**src/rtl/read_controller_sdram_pkg.sv**
```systemverilog
// Shared definitions for the SDRAM pixel read path: frame-region boundary,
// burst index width and fill-FSM state encodings, common with the write controller.
package read_controller_sdram_pkg;

    localparam int DEF_FRAME_WIDTH  = 640;
    localparam int DEF_FRAME_HEIGHT = 480;
    localparam int DEF_BURST_LEN    = 8;
    localparam int DEF_PIXEL_W      = 16;
    localparam int DEF_ADDR_W       = 24;

    localparam int FRAME_BOUNDARY = DEF_FRAME_WIDTH * DEF_FRAME_HEIGHT * 2;
    localparam int BURST_IDX_W    = $clog2(DEF_BURST_LEN);

    typedef enum logic [1:0] {
        FILL_IDLE  = 2'd0,
        FILL_REQ   = 2'd1,
        FILL_RECV  = 2'd2,
        FILL_DRAIN = 2'd3
    } fill_state_e;

    // Word count of the frame region shared by the writer and this reader.
    function automatic int frame_boundary(input int width, input int height);
        return width * height * 2;
    endfunction

endpackage

```
**src/rtl/read_controller_sdram_burst_buffer.sv**
```systemverilog
// Ping-pong burst storage: 2 x BurstLen words, one write port, one registered
// read port whose output holds when no read is issued.
module sdram_burst_buffer
    import read_controller_sdram_pkg::*;
#(
    parameter int BurstLen = DEF_BURST_LEN,
    parameter int PixelW   = DEF_PIXEL_W,
    parameter int IdxW     = BURST_IDX_W
) (
    input  logic              CLK,
    input  logic              RST,
    input  logic              wr_en_i,
    input  logic              wr_sel_i,
    input  logic [IdxW-1:0]   wr_idx_i,
    input  logic [PixelW-1:0] wr_data_i,
    input  logic              rd_en_i,
    input  logic              rd_sel_i,
    input  logic [IdxW-1:0]   rd_idx_i,
    output logic [PixelW-1:0] rd_data_o
);

    logic [PixelW-1:0] mem_q [2*BurstLen];
    logic [PixelW-1:0] rd_data_q;
    logic [IdxW:0]     wr_addr;
    logic [IdxW:0]     rd_addr;

    assign wr_addr   = {wr_sel_i, wr_idx_i};
    assign rd_addr   = {rd_sel_i, rd_idx_i};
    assign rd_data_o = rd_data_q;

    always_ff @(posedge CLK) begin
        if (wr_en_i) begin
            mem_q[wr_addr] <= wr_data_i;
        end
    end

    always_ff @(posedge CLK) begin
        if (!RST) begin
            rd_data_q <= '0;
        end else if (rd_en_i) begin
            rd_data_q <= mem_q[rd_addr];
        end
    end

endmodule

```
**src/rtl/read_controller_sdram.sv**
```systemverilog
// SDRAM burst reader feeding the VGA pixel pipeline through a ping-pong buffer.
// Optional SDRAM_RD_STATS_EN adds a saturating 16-bit underrun counter output.
module read_controller_sdram
    import read_controller_sdram_pkg::*;
#(
    parameter int FrameWidth        = DEF_FRAME_WIDTH,
    parameter int FrameHeight       = DEF_FRAME_HEIGHT,
    parameter int BurstLengthSDRAM  = DEF_BURST_LEN,
    parameter int PixelBitWidth     = DEF_PIXEL_W,
    parameter int AddressWidthSDRAM = DEF_ADDR_W
) (
    input  logic                         CLK,
    input  logic                         RST,
    input  logic                         i_frame_start,
    input  logic                         i_read_req,
    input  logic                         i_sdram_valid_rd,
    input  logic [PixelBitWidth-1:0]     i_sdram_pixel,
    output logic                         o_sdram_rd_req,
    output logic [AddressWidthSDRAM-1:0] o_sdram_addr,
    output logic [PixelBitWidth-1:0]     o_pixel,
    output logic                         o_pixel_valid,
    output logic                         o_underrun,
    output logic                         o_busy_rd
`ifdef SDRAM_RD_STATS_EN
    ,
    output logic [15:0]                  o_underrun_count
`endif
);

    localparam int Boundary = frame_boundary(FrameWidth, FrameHeight);
    localparam int IdxW     = $clog2(BurstLengthSDRAM);
    localparam int HeadW    = $clog2(Boundary);
    localparam logic [IdxW-1:0] LastIdx = IdxW'(BurstLengthSDRAM - 1);

    fill_state_e                  state_q, state_d;
    logic [HeadW-1:0]             head_q, head_d;
    logic [HeadW:0]               head_adv;
    logic [AddressWidthSDRAM-1:0] addr_q, addr_d;
    logic [IdxW-1:0]              wr_idx_q, wr_idx_d;
    logic [IdxW-1:0]              rd_idx_q, rd_idx_d;
    logic [1:0]                   full_q, full_d;
    logic                         fill_sel_q, fill_sel_d;
    logic                         rd_sel_q, rd_sel_d;
    logic                         rd_req_q, pixel_valid_q, underrun_q;
    logic                         rd_hit, underrun_event, buf_wr_en;

    assign head_adv       = {1'b0, head_q} + (HeadW+1)'(BurstLengthSDRAM);
    assign rd_hit         = i_read_req && full_q[rd_sel_q] && !i_frame_start;
    assign underrun_event = i_read_req && !rd_hit;

    always_comb begin
        state_d    = state_q;
        head_d     = head_q;
        addr_d     = addr_q;
        wr_idx_d   = wr_idx_q;
        rd_idx_d   = rd_idx_q;
        full_d     = full_q;
        fill_sel_d = fill_sel_q;
        rd_sel_d   = rd_sel_q;
        buf_wr_en  = 1'b0;

        if (rd_hit) begin
            rd_idx_d = rd_idx_q + 1'b1;
            if (rd_idx_q == LastIdx) begin
                full_d[rd_sel_q] = 1'b0;
                rd_sel_d         = ~rd_sel_q;
                rd_idx_d         = '0;
            end
        end

        case (state_q)
            FILL_IDLE: begin
                if (!full_q[fill_sel_q]) begin
                    state_d = FILL_REQ;
                    addr_d  = AddressWidthSDRAM'(head_q);
                end
            end
            FILL_REQ: begin
                if (i_sdram_valid_rd) begin
                    buf_wr_en = 1'b1;
                    wr_idx_d  = IdxW'(1);
                    state_d   = FILL_RECV;
                end
            end
            FILL_RECV: begin
                if (i_sdram_valid_rd) begin
                    buf_wr_en = 1'b1;
                    wr_idx_d  = wr_idx_q + 1'b1;
                    if (wr_idx_q == LastIdx) begin
                        full_d[fill_sel_q] = 1'b1;
                        fill_sel_d         = ~fill_sel_q;
                        head_d             = (head_adv == (HeadW+1)'(Boundary)) ? '0 : head_adv[HeadW-1:0];
                        wr_idx_d           = '0;
                        state_d            = FILL_IDLE;
                    end
                end
            end
            FILL_DRAIN: begin
                if (i_sdram_valid_rd) begin
                    wr_idx_d = wr_idx_q + 1'b1;
                    if (wr_idx_q == LastIdx) begin
                        wr_idx_d = '0;
                        head_d   = '0;
                        state_d  = FILL_IDLE;
                    end
                end
            end
            default: state_d = FILL_IDLE;
        endcase

        // Frame start overrides everything; a burst already delivering words
        // must still be counted out before the next request can be issued.
        if (i_frame_start) begin
            full_d     = '0;
            fill_sel_d = 1'b0;
            rd_sel_d   = 1'b0;
            rd_idx_d   = '0;
            head_d     = '0;
            buf_wr_en  = 1'b0;
            if (state_q == FILL_IDLE || state_q == FILL_REQ) begin
                state_d  = FILL_IDLE;
                wr_idx_d = '0;
            end else if (state_q == FILL_RECV) begin
                if (i_sdram_valid_rd && wr_idx_q == LastIdx) begin
                    state_d  = FILL_IDLE;
                    wr_idx_d = '0;
                end else begin
                    state_d  = FILL_DRAIN;
                    wr_idx_d = wr_idx_q + IdxW'(i_sdram_valid_rd);
                end
            end
        end
    end

    always_ff @(posedge CLK) begin
        if (!RST) begin
            state_q       <= FILL_IDLE;
            head_q        <= '0;
            addr_q        <= '0;
            wr_idx_q      <= '0;
            rd_idx_q      <= '0;
            full_q        <= '0;
            fill_sel_q    <= 1'b0;
            rd_sel_q      <= 1'b0;
            rd_req_q      <= 1'b0;
            pixel_valid_q <= 1'b0;
            underrun_q    <= 1'b0;
        end else begin
            state_q       <= state_d;
            head_q        <= head_d;
            addr_q        <= addr_d;
            wr_idx_q      <= wr_idx_d;
            rd_idx_q      <= rd_idx_d;
            full_q        <= full_d;
            fill_sel_q    <= fill_sel_d;
            rd_sel_q      <= rd_sel_d;
            rd_req_q      <= (state_d == FILL_REQ);
            pixel_valid_q <= rd_hit;
            underrun_q    <= underrun_event;
        end
    end

    sdram_burst_buffer #(
        .BurstLen (BurstLengthSDRAM),
        .PixelW   (PixelBitWidth),
        .IdxW     (IdxW)
    ) u_buffer (
        .CLK       (CLK),
        .RST       (RST),
        .wr_en_i   (buf_wr_en),
        .wr_sel_i  (fill_sel_q),
        .wr_idx_i  (wr_idx_q),
        .wr_data_i (i_sdram_pixel),
        .rd_en_i   (rd_hit),
        .rd_sel_i  (rd_sel_q),
        .rd_idx_i  (rd_idx_q),
        .rd_data_o (o_pixel)
    );

`ifdef SDRAM_RD_STATS_EN
    logic [15:0] uf_count_q;

    always_ff @(posedge CLK) begin
        if (!RST || i_frame_start) begin
            uf_count_q <= '0;
        end else if (underrun_event && uf_count_q != 16'hFFFF) begin
            uf_count_q <= uf_count_q + 16'd1;
        end
    end

    assign o_underrun_count = uf_count_q;
`endif

    assign o_sdram_rd_req = rd_req_q;
    assign o_sdram_addr   = addr_q;
    assign o_pixel_valid  = pixel_valid_q;
    assign o_underrun     = underrun_q;
    assign o_busy_rd      = (state_q != FILL_IDLE);

endmodule

```
**config.mk**
```make
export PLATFORM = sky130hd
export DESIGN_NAME = read_controller_sdram
export DESIGN_NICKNAME = d
export VERILOG_FILES = /design/src/rtl/read_controller_sdram_pkg.sv /design/src/rtl/read_controller_sdram_burst_buffer.sv /design/src/rtl/read_controller_sdram.sv
export SDC_FILE = /design/constraint.sdc
export NUM_CORES = 1
export LEC_CHECK = 0
export CAP_MARGIN = 25
export CORE_UTILIZATION = 45
export CTS_CLUSTER_DIAMETER = 120
export DETAILED_ROUTE_END_ITERATION = 10
export PLACE_DENSITY = 0.67
export RECOVER_POWER = 100
export SLEW_MARGIN = 20
export SYNTH_ARGS = -nofsm -noshare
export SYNTH_HDL_FRONTEND = slang
export SYNTH_SLANG_ARGS = --single-unit
```
**constraint.sdc**
```tcl
create_clock -name CLK -period 2.9 [get_ports CLK]
set_input_delay 0.435 -clock CLK [delete_from_list [all_inputs] [get_ports CLK]]
set_output_delay 0.435 -clock CLK [all_outputs]
set_load 0.01 [all_outputs]
```
* Yosys cells after proc, flatten, opt, wreduce, memory -nomap -nowiden
Memory sizes are Yosys's and may differ from the RTL's. A register that Yosys moved wholly into a read port is not among the register bits.
Cells that the tools add are included.
** Word-level totals
- Memories kept :: 1
- Memory bits (writable) :: 256
- Input bits :: 21
- Flip-flop bits (word level) :: 55
- Output and inout port bits :: 44
- Word-level logic and storage cells :: 100
** Operators by class
- Equality and inequality tests :: 11
- $add $sub $neg :: 4
- Multiplexer cells :: 42
- Bitwise gates (word level) :: 7
- Reduce and logical (&&, ||, !) cells :: 20
- Magnitude comparators :: 4
** Memories
- u_buffer.mem_q :: depth 16, width 16, read ports 1, clocked after memory_dff 1, write ports 1, line read_controller_sdram_burst_buffer.sv:22 : logic [PixelW-1:0] mem_q [2*BurstLen];
** Operator list (count)
- $mux W20 :: 5
- $pmux W20 S2 :: 1
- $mux W2 :: 13
- $mux W3 :: 8
- $add A20 B4 Y21 const B :: 1
- $eq A21 B20 Y1 const B :: 1
- $mux W1 :: 11
- $ne A2 B2 Y1 const B :: 4
- $add A3 B1 Y3 const B :: 2
- $eq A3 B3 Y1 const B :: 2
- $logic_and A1 B1 Y1 :: 6
- $pmux W2 S3 :: 1
- $pmux W3 S2 :: 1
- $reduce_or A2 Y1 :: 3
- $reduce_and A5 Y1 :: 1
- $eq A2 B1 Y1 const B :: 2
- $eq A2 B2 Y1 const B :: 2
- $lt A1 B2 Y1 const B :: 2
- $not A1 Y1 :: 4
- $reduce_and A2 Y1 :: 2
- $reduce_bool A2 Y1 :: 2
- $add A3 B1 Y3 :: 1
- $logic_not A1 Y1 :: 3
- $reduce_and A3 Y1 :: 1
- other kinds (7) :: 9

* Logic depth before layout (Yosys ltp)
Gate-level depths: netlist of the first run.
- Depth after elaboration :: 12
- Depth in mapped cells :: 9

* Modules after synthesis
From an unflattened synthesis of the first run, not the netlist that was laid out.
** Unflattened totals
- Cell total of the unflattened synthesis :: 934
- Area, all modules :: 13286.5 µm²
** Modules (own cells, without submodules)
- sdram_burst_buffer :: instances 1, area an instance 10535.1 µm², cells each 608
- read_controller_sdram :: instances 1, area an instance 2751.4 µm², cells each 326

* Least setup slack after synthesis of the first run
Ideal clock, no wire load.
- Path kind :: input -> register
- Start point :: in i_sdram_valid_rd
- End point :: mem u_buffer.mem_q[0][0] (netlist bit) (enable)
- Required time :: 2.491 ns
- Path slack :: 0.102 ns
- Buffers on the path :: 1
- Arrival time :: 2.388 ns
- Library setup time :: 0.409 ns
- Stages on the path :: 5
- Cells stage by stage :: clkbuf_1 -> inv_1 -> nor3b_1 -> nand2_1 -> nor3_1
** On the way
- Word-level cells in the longest chain between the ends :: 5
** Ends and longest elaborated chain
- start, declared :: line read_controller_sdram.sv:16 : input logic i_sdram_valid_rd,
- $mux W1 :: line read_controller_sdram.sv:79, read_controller_sdram.sv:86
- $mux W1
- $mux W1 :: line read_controller_sdram.sv:113 : if (i_frame_start) begin
- $mux W1 :: line read_controller_sdram_burst_buffer.sv:32 : if (wr_en_i) begin
- $mux W1 (implied by the code) :: line read_controller_sdram_burst_buffer.sv:33 : mem_q[wr_addr] <= wr_data_i;
- end, declared :: line read_controller_sdram_burst_buffer.sv:22
Every way passes these cells.

==> metrics.yaml, run 1 <==
status: "finished clean"
synth_flop_cell: "edfxtp_1"
period_share_pct: 89.2
p_leak_nw: 4.90
die_h_um: 172
irDropWorstVdd_v: 0.000510
ys_top_cells_by_count: "256 x edfxtp_1, 76 x mux4_2, 65 x dfxtp_1"
hold_path_depth: 2
ios: 65
cts_hold_buf: 0
dp_slack_ns: 0.477
reg2reg_slack_ns: 0.31
relSlewSlack_pct: 16.7
hp-start: "o_sdram_addr[7]"
clockBufferDepth: 3
r2r-start: "rd_idx_q[0]"
first_pass_iters: 7
switching_share_pct: 20.4
cts_setup_buffers: 0
drv_slew: 0
wl_um: 28400
gp_congestion: 0.859
fin_nets: 878
netlist_instances: 760
rr_worst_depth: 4
synth_most_common_cell: "edfxtp_1"
tns_ns: 0
ys_seq_area_share_pct: 69.2
synth_top_area_share_pct: 59.2
diodes: 0
rows: 61
first_global_vias: 6832
fin_skew_ns: 0.0149
syn_avg_cell_area_sq_um: 17.1
cts_tree: "done"
intPower_mw: 7.66
rsz0062_at_grt: "no"
grt_antenna_before_repair: 0
dieArea_sq_mm: 0.0295
post_cts_resized: 0
via_per_inst: 5.71
p_per_area_mw_per_mm2: 631
cap_viol_max_count: 0
syn-cell-area_sq_mm: 0.0130
arrival_ns: 2.99
grt_pass1_wl_um: 43000
synthToLayoutAreaGrowth_pct: 17.6
htree_num_levels: 2
cp_max_fo: 24
synth_edf_count: 256
synth_warnings: 0
worstSkewPairLatency_ns: 0.53
drc: 0
pwr-share-clk_pct: 46.1
io_buffers: 57
setup_viol: 0
grt_max_degree: 47
async_reset_ff_share_pct: 0
wire_per_inst_um: 22.8
whs_endpoint: "o_sdram_addr[7]"
period_needed_ns: 2.59
grt_usage_pct: 20.2
hp-class: "reg -> reg"
cts_root_buffer: "clkbuf_16"
busiest_layer: "met2"
synth_cell_types: 59
required_ns: 3.31
combPwrFrac_pct: 2.2
coreArea_sq_mm: 0.0281
cts.sinks: 321
synth.top_cells.by_area: "edfxtp_1 59%, mux4_2 13%, dfxtp_1 10%"
fin_ws_ns: 0.313
met1_usage_pct: 27.9
dpl.hpwl_um: 18100
tightest_slew_ns: 1.25
num_vias: 7120
start_util_pct: 46.2
met3_usage_pct: 3.75
criticalPathCategory: "reg -> reg"
dieWidth_um: 172
antenna_left: 0
r2r_end: "u_buffer.rd_data_o[7]"
use_met2_pct: 33.0
worstSetupEndpointType: "flip-flop"
drtIter0Drc: 672
netSwitchingPower_mw: 1.97
power_frac_seq_pct: 51.7
clk_pin_slew_ns: 0.06
cts_buffers: 35
drive_gt1_share_pct: 18.8
timing_hold_violations_final: 0
synth-seq-cells: 321
overflow: 0
startpoint_type: "flip-flop"
yosysTopAreaCell: "edfxtp_1"
fmax_ghz: 0.387
==> per-stage QoR <==
stage	hold WS (ns)	area, sq um	power [mW]	util [%]	instances
6_report	0.455	15300	9.62	54.3	1246
5_1_grt	0.481	15300	9.90	54.3	1246
4_1_cts	0.464	15400	9.72	55.0	1246
3_5_place_dp	0.456	14300	5.30	50.9	1183
3_3_place_gp	0.450	14300	5.29	50.9	1183
2_1_floorplan	0.475	13000	5.17	-	766
==> how the worst max path moves through the flow <==
stage,startpoint,to,cells after the start
after floorplan,i_sdram_valid_rd,u_buffer.mem_q[0][0],5
after global routing,head_q[7],head_q[19],5
after global placement,i_sdram_valid_rd,head_q[15],7
after detailed placement,i_sdram_valid_rd,head_q[15],7
final,rd_idx_q[0],u_buffer.rd_data_o[7],4
after CTS,state_q[1],o_busy_rd,4
==> sequential cells by signal (all words and copies together) (netlist names), 2 cells and up <==
name,cells
o_sdram_addr,17
head_q,17
state_q,2
u_buffer.rd_data_o,16
u_buffer.mem_q,256
full_q,2
wr_idx_q,3
rd_idx_q,3
==> cells in the final DEF (no fill, tap or decap), types with 5 or more instances in the layout <==
cell / count
edfxtp_1: 256
mux4_2: 76
dfxtp_1: 63
dlygate4sd3_1: 54
nor2_1: 53
nand2_1: 35
clkbuf_16: 35
nand3_1: 26
a22o_1: 17
a21boi_0: 17
a21oi_1: 15
ha_1: 15
clkbuf_1: 15
o21ai_0: 14
buf_4: 13
buf_12: 11
inv_1: 10
a31oi_1: 10
clkinv_1: 8
conb_1: 7
clkbuf_2: 7
nor3_1: 6
nand2b_1: 5
and3_1: 5
a211oi_1: 5
a311oi_1: 5
nor4_1: 5
==> layer usage <==
layer / wire (um) / up-vias
met5: 0 / -
met4: 671 / 0
met3: 1620 / 45
met2: 13800 / 234
met1: 12300 / 3653
li1: - / 3188
==> layout make-up <==
type | count | area [sq um]
timing repair buffer | 96 | 953
tap | 378 | 473
clock buffer | 42 | 902
fill | 2253 | 12800
multi-input combinational | 377 | 3650
clock inverter | 21 | 248
sequential | 321 | 8990
inverter | 11 | 41.3
==> worst max-delay path: stages, from the launching register on <==
cell,delay [ns]
dfxtp_4,0.36
clkbuf_2,0.71
mux4_2,0.70
mux4_2,0.51
a22o_1,0.19
==> cell families (layout without fill, tap and decap cells) <==
kind of cell	count (synthesis)	in the layout	share of synthesized area [%]
mux	84	84	14.3
xor+xnor	8	8	0.540
flops	321	321	69.2
other cells	1	7	0.0289
compound gates	102	102	5.59
buf+inv	68	170	2.68
simple gates	161	161	6.17
fa+ha+maj	15	15	1.45
==> power groups by stage <==
stage                     combinational [mW]  sequential [mW]  clock [mW]
final                                  0.210             4.98        4.43
after floorplan                       0.0882             5.08           0
after global placement                 0.217             5.08           0
after global routing                   0.229             4.98        4.70
after CTS                              0.221             4.98        4.52
after detailed placement               0.220             5.08           0
Note: power is estimated with default switching activity, not from simulation.
==> run 2, diff against run 1 <==
--- a/config.mk
+++ b/config.mk
@@ -9,6 +9,7 @@
 export CORE_UTILIZATION = 45
 export CTS_CLUSTER_DIAMETER = 120
 export DETAILED_ROUTE_END_ITERATION = 10
+export GPL_TIMING_DRIVEN = 0
 export PLACE_DENSITY = 0.67
 export RECOVER_POWER = 100
 export SLEW_MARGIN = 20
==> metrics.yaml, run 2 (synthesis results as in run 1) <==
wl_um: 29200  # +2.9%
dpl.hpwl_um: 17800  # -2.1%
dieWidth_um: 172  # unchanged
hp-start: "o_sdram_addr[4]"
timing_hold_violations_final: 0  # unchanged
period_share_pct: 96.2  # +7.0 points
fin_util_pct: 54.6  # +0.23 points
p_leak_nw: 4.91  # +0.15%
clockBufferDepth: 3  # unchanged
cts_buffers: 34  # -2.9%
largest_register_ffs: 256  # unchanged
cp_max_fo: 10  # -58%
fin_nets: 906  # +3.2%
drtIter0Drc: 826  # +23%
gp_congestion: 0.900  # +4.8%
met1_usage_pct: 29.3  # +1.5 points
required_ns: 3.30  # about the same
arrival_ns: 3.19  # +0.20 ns
first_pass_iters: 5  # -2
wire_per_inst_um: 23.0  # +0.68%
use_met2_pct: 31.8  # -1.2 points
most-common-layout-cells: "256 x edfxtp_1, 76 x mux4_2, 65 x dfxtp_1"
rsz0062_at_grt: "no"
finish.instance_area_sq_mm: 0.0153  # +0.43%
busiest_layer: "met2"
cap_viol_max_count: 0  # unchanged
cts_tree: "done"
grt_antenna_before_repair: 1  # +1
cts.sinks: 321  # unchanged
relSlewSlack_pct: 30.7  # +14 points
start_util_pct: 46.2  # unchanged
grt_usage_pct: 20.7  # +0.43 points
drv_slew: 0  # unchanged
first_global_vias: 6930  # +1.4%
final_common_cell: "edfxtp_1"
criticalPathCategory: "reg -> reg"
via_per_inst: 5.69  # -0.40%
setup_viol: 0  # unchanged
grt_max_degree: 17  # -64%
die_h_um: 172  # unchanged
grt_pass1_wl_um: 43500  # +1.3%
startpoint_type: "flip-flop"
worstSkewPairLatency_ns: 0.52  # about the same
ios: 65  # unchanged
htree_num_levels: 2  # unchanged
met3_usage_pct: 3.93  # +0.18 points
place_area_sq_mm: 0.0143  # -0.24%
largest_register: "u_buffer.mem_q"
antenna_left: 0  # unchanged
cts_root_buffer: "clkbuf_16"
drc: 0  # unchanged
rows: 61  # unchanged
worstSetupEndpointType: "flip-flop"
drive_gt1_share_pct: 19.2  # +0.46 points
overflow: 0  # unchanged
fmax_ghz: 0.359  # -7.2%
period_needed_ns: 2.79  # +0.202 ns
irDropWorstVdd_v: 0.000576  # +13%
dieArea_sq_mm: 0.0295  # unchanged
coreArea_sq_mm: 0.0281  # unchanged
clk_pin_slew_ns: 0.06  # about the same
r2r-start: "rd_idx_q[1]"
critPathLaunch: "rd_idx_q[1]"
status: "finished clean"
fin_skew_ns: 0.0231  # +0.00815 ns
num_vias: 7245  # +1.8%
tightest_slew_ns: 1.04  # -0.211 ns
p_per_area_mw_per_mm2: 610  # -3.2%
io_buffers: 57  # unchanged
hp-class: "reg -> reg"
synthToLayoutAreaGrowth_pct: 18.1
-- run 2: cell types whose count changed in the layout (fill, tap and decap cells not counted), moves of 6 or more --
cell | before | now
nor2_1 | 53 | 41
buf_6 | 0 | 11
buf_12 | 11 | 1
clkbuf_1 | 15 | 45
nor2_4 | 0 | 11
buf_2 | 0 | 8
buf_4 | 13 | 7
-- run 2: critical path, stage by stage, from the launching register on --
cell      delay, ns
dfxtp_1        0.35
clkbuf_1       0.44
clkbuf_1       0.73
mux4_2         0.42
mux4_2         0.54
a22o_1         0.20
-- run 2: stage by stage --
step / total power, mW / worst slack (ns) / TNS [ns] / hold slack (ns) / instances
after global routing: 9.60 / 0.000869 / 0 / 0.478 / 1273
after CTS: 9.41 / 0.00773 / 0 / 0.465 / 1270
after detailed placement: 5.28 / -0.655 / -79.08 / 0.457 / 1210
after global placement: 5.28 / -1.98 / -336.47 / 0.451 / 1201
after floorplan: 5.17 / 0.102 / 0 / 0.475 / 766
final: 9.35 / 0.111 / 0 / 0.458 / 1273
-- run 2: routing by layer --
layer / up-vias / part of all wire, %
li1: 3255 / -
met1: 3635 / 44
met2: 299 / 46
met3: 56 / 6.8
met4: 0 / 2.9
met5: - / 0
-- run 2: what timing repair did --
action,4_1_cts,5_1_grt
hold buffers,0,0
pin swaps,0,2
resized for setup,2,3
endpoints found under the setup margin,10,26
setup buffers,0,2
-- run 2: layout make-up --
| cell class | count | area [sq um] |
|---|---|---|
| fillers | 2284 | 12800 |
| flip-flops and latches | 321 | 8990 |
| multi-input cells | 377 | 3770 |
| clock buffers | 48 | 930 |
| repair buffers | 68 | 686 |
| well taps | 378 | 473 |
| plain buffers | 57 | 302 |
| clock inverters | 12 | 134 |
| inverters | 11 | 41.3 |
| diodes | 1 | 2.50 |
-- run 2: path summary, 6_finish.rpt --
path | endpoint | slack, ns | cells past startpoint
min | o_sdram_addr[4] | 0.46 | 2
max | u_buffer.rd_data_o[0] | 0.11 | 5
max reg2reg | u_buffer.rd_data_o[0] | 0.11 | 5
min reg2reg | o_sdram_addr[4] | 0.46 | 2
-- run 2: power breakdown --
part / internal [mW] / leakage, nW / switching [mW] / total [mW]
clock network: 2.43 / 0.516 / 1.74 / 4.17
logic: 0.0679 / 1.57 / 0.133 / 0.201
registers: 4.98 / 2.83 / 0.00418 / 4.98
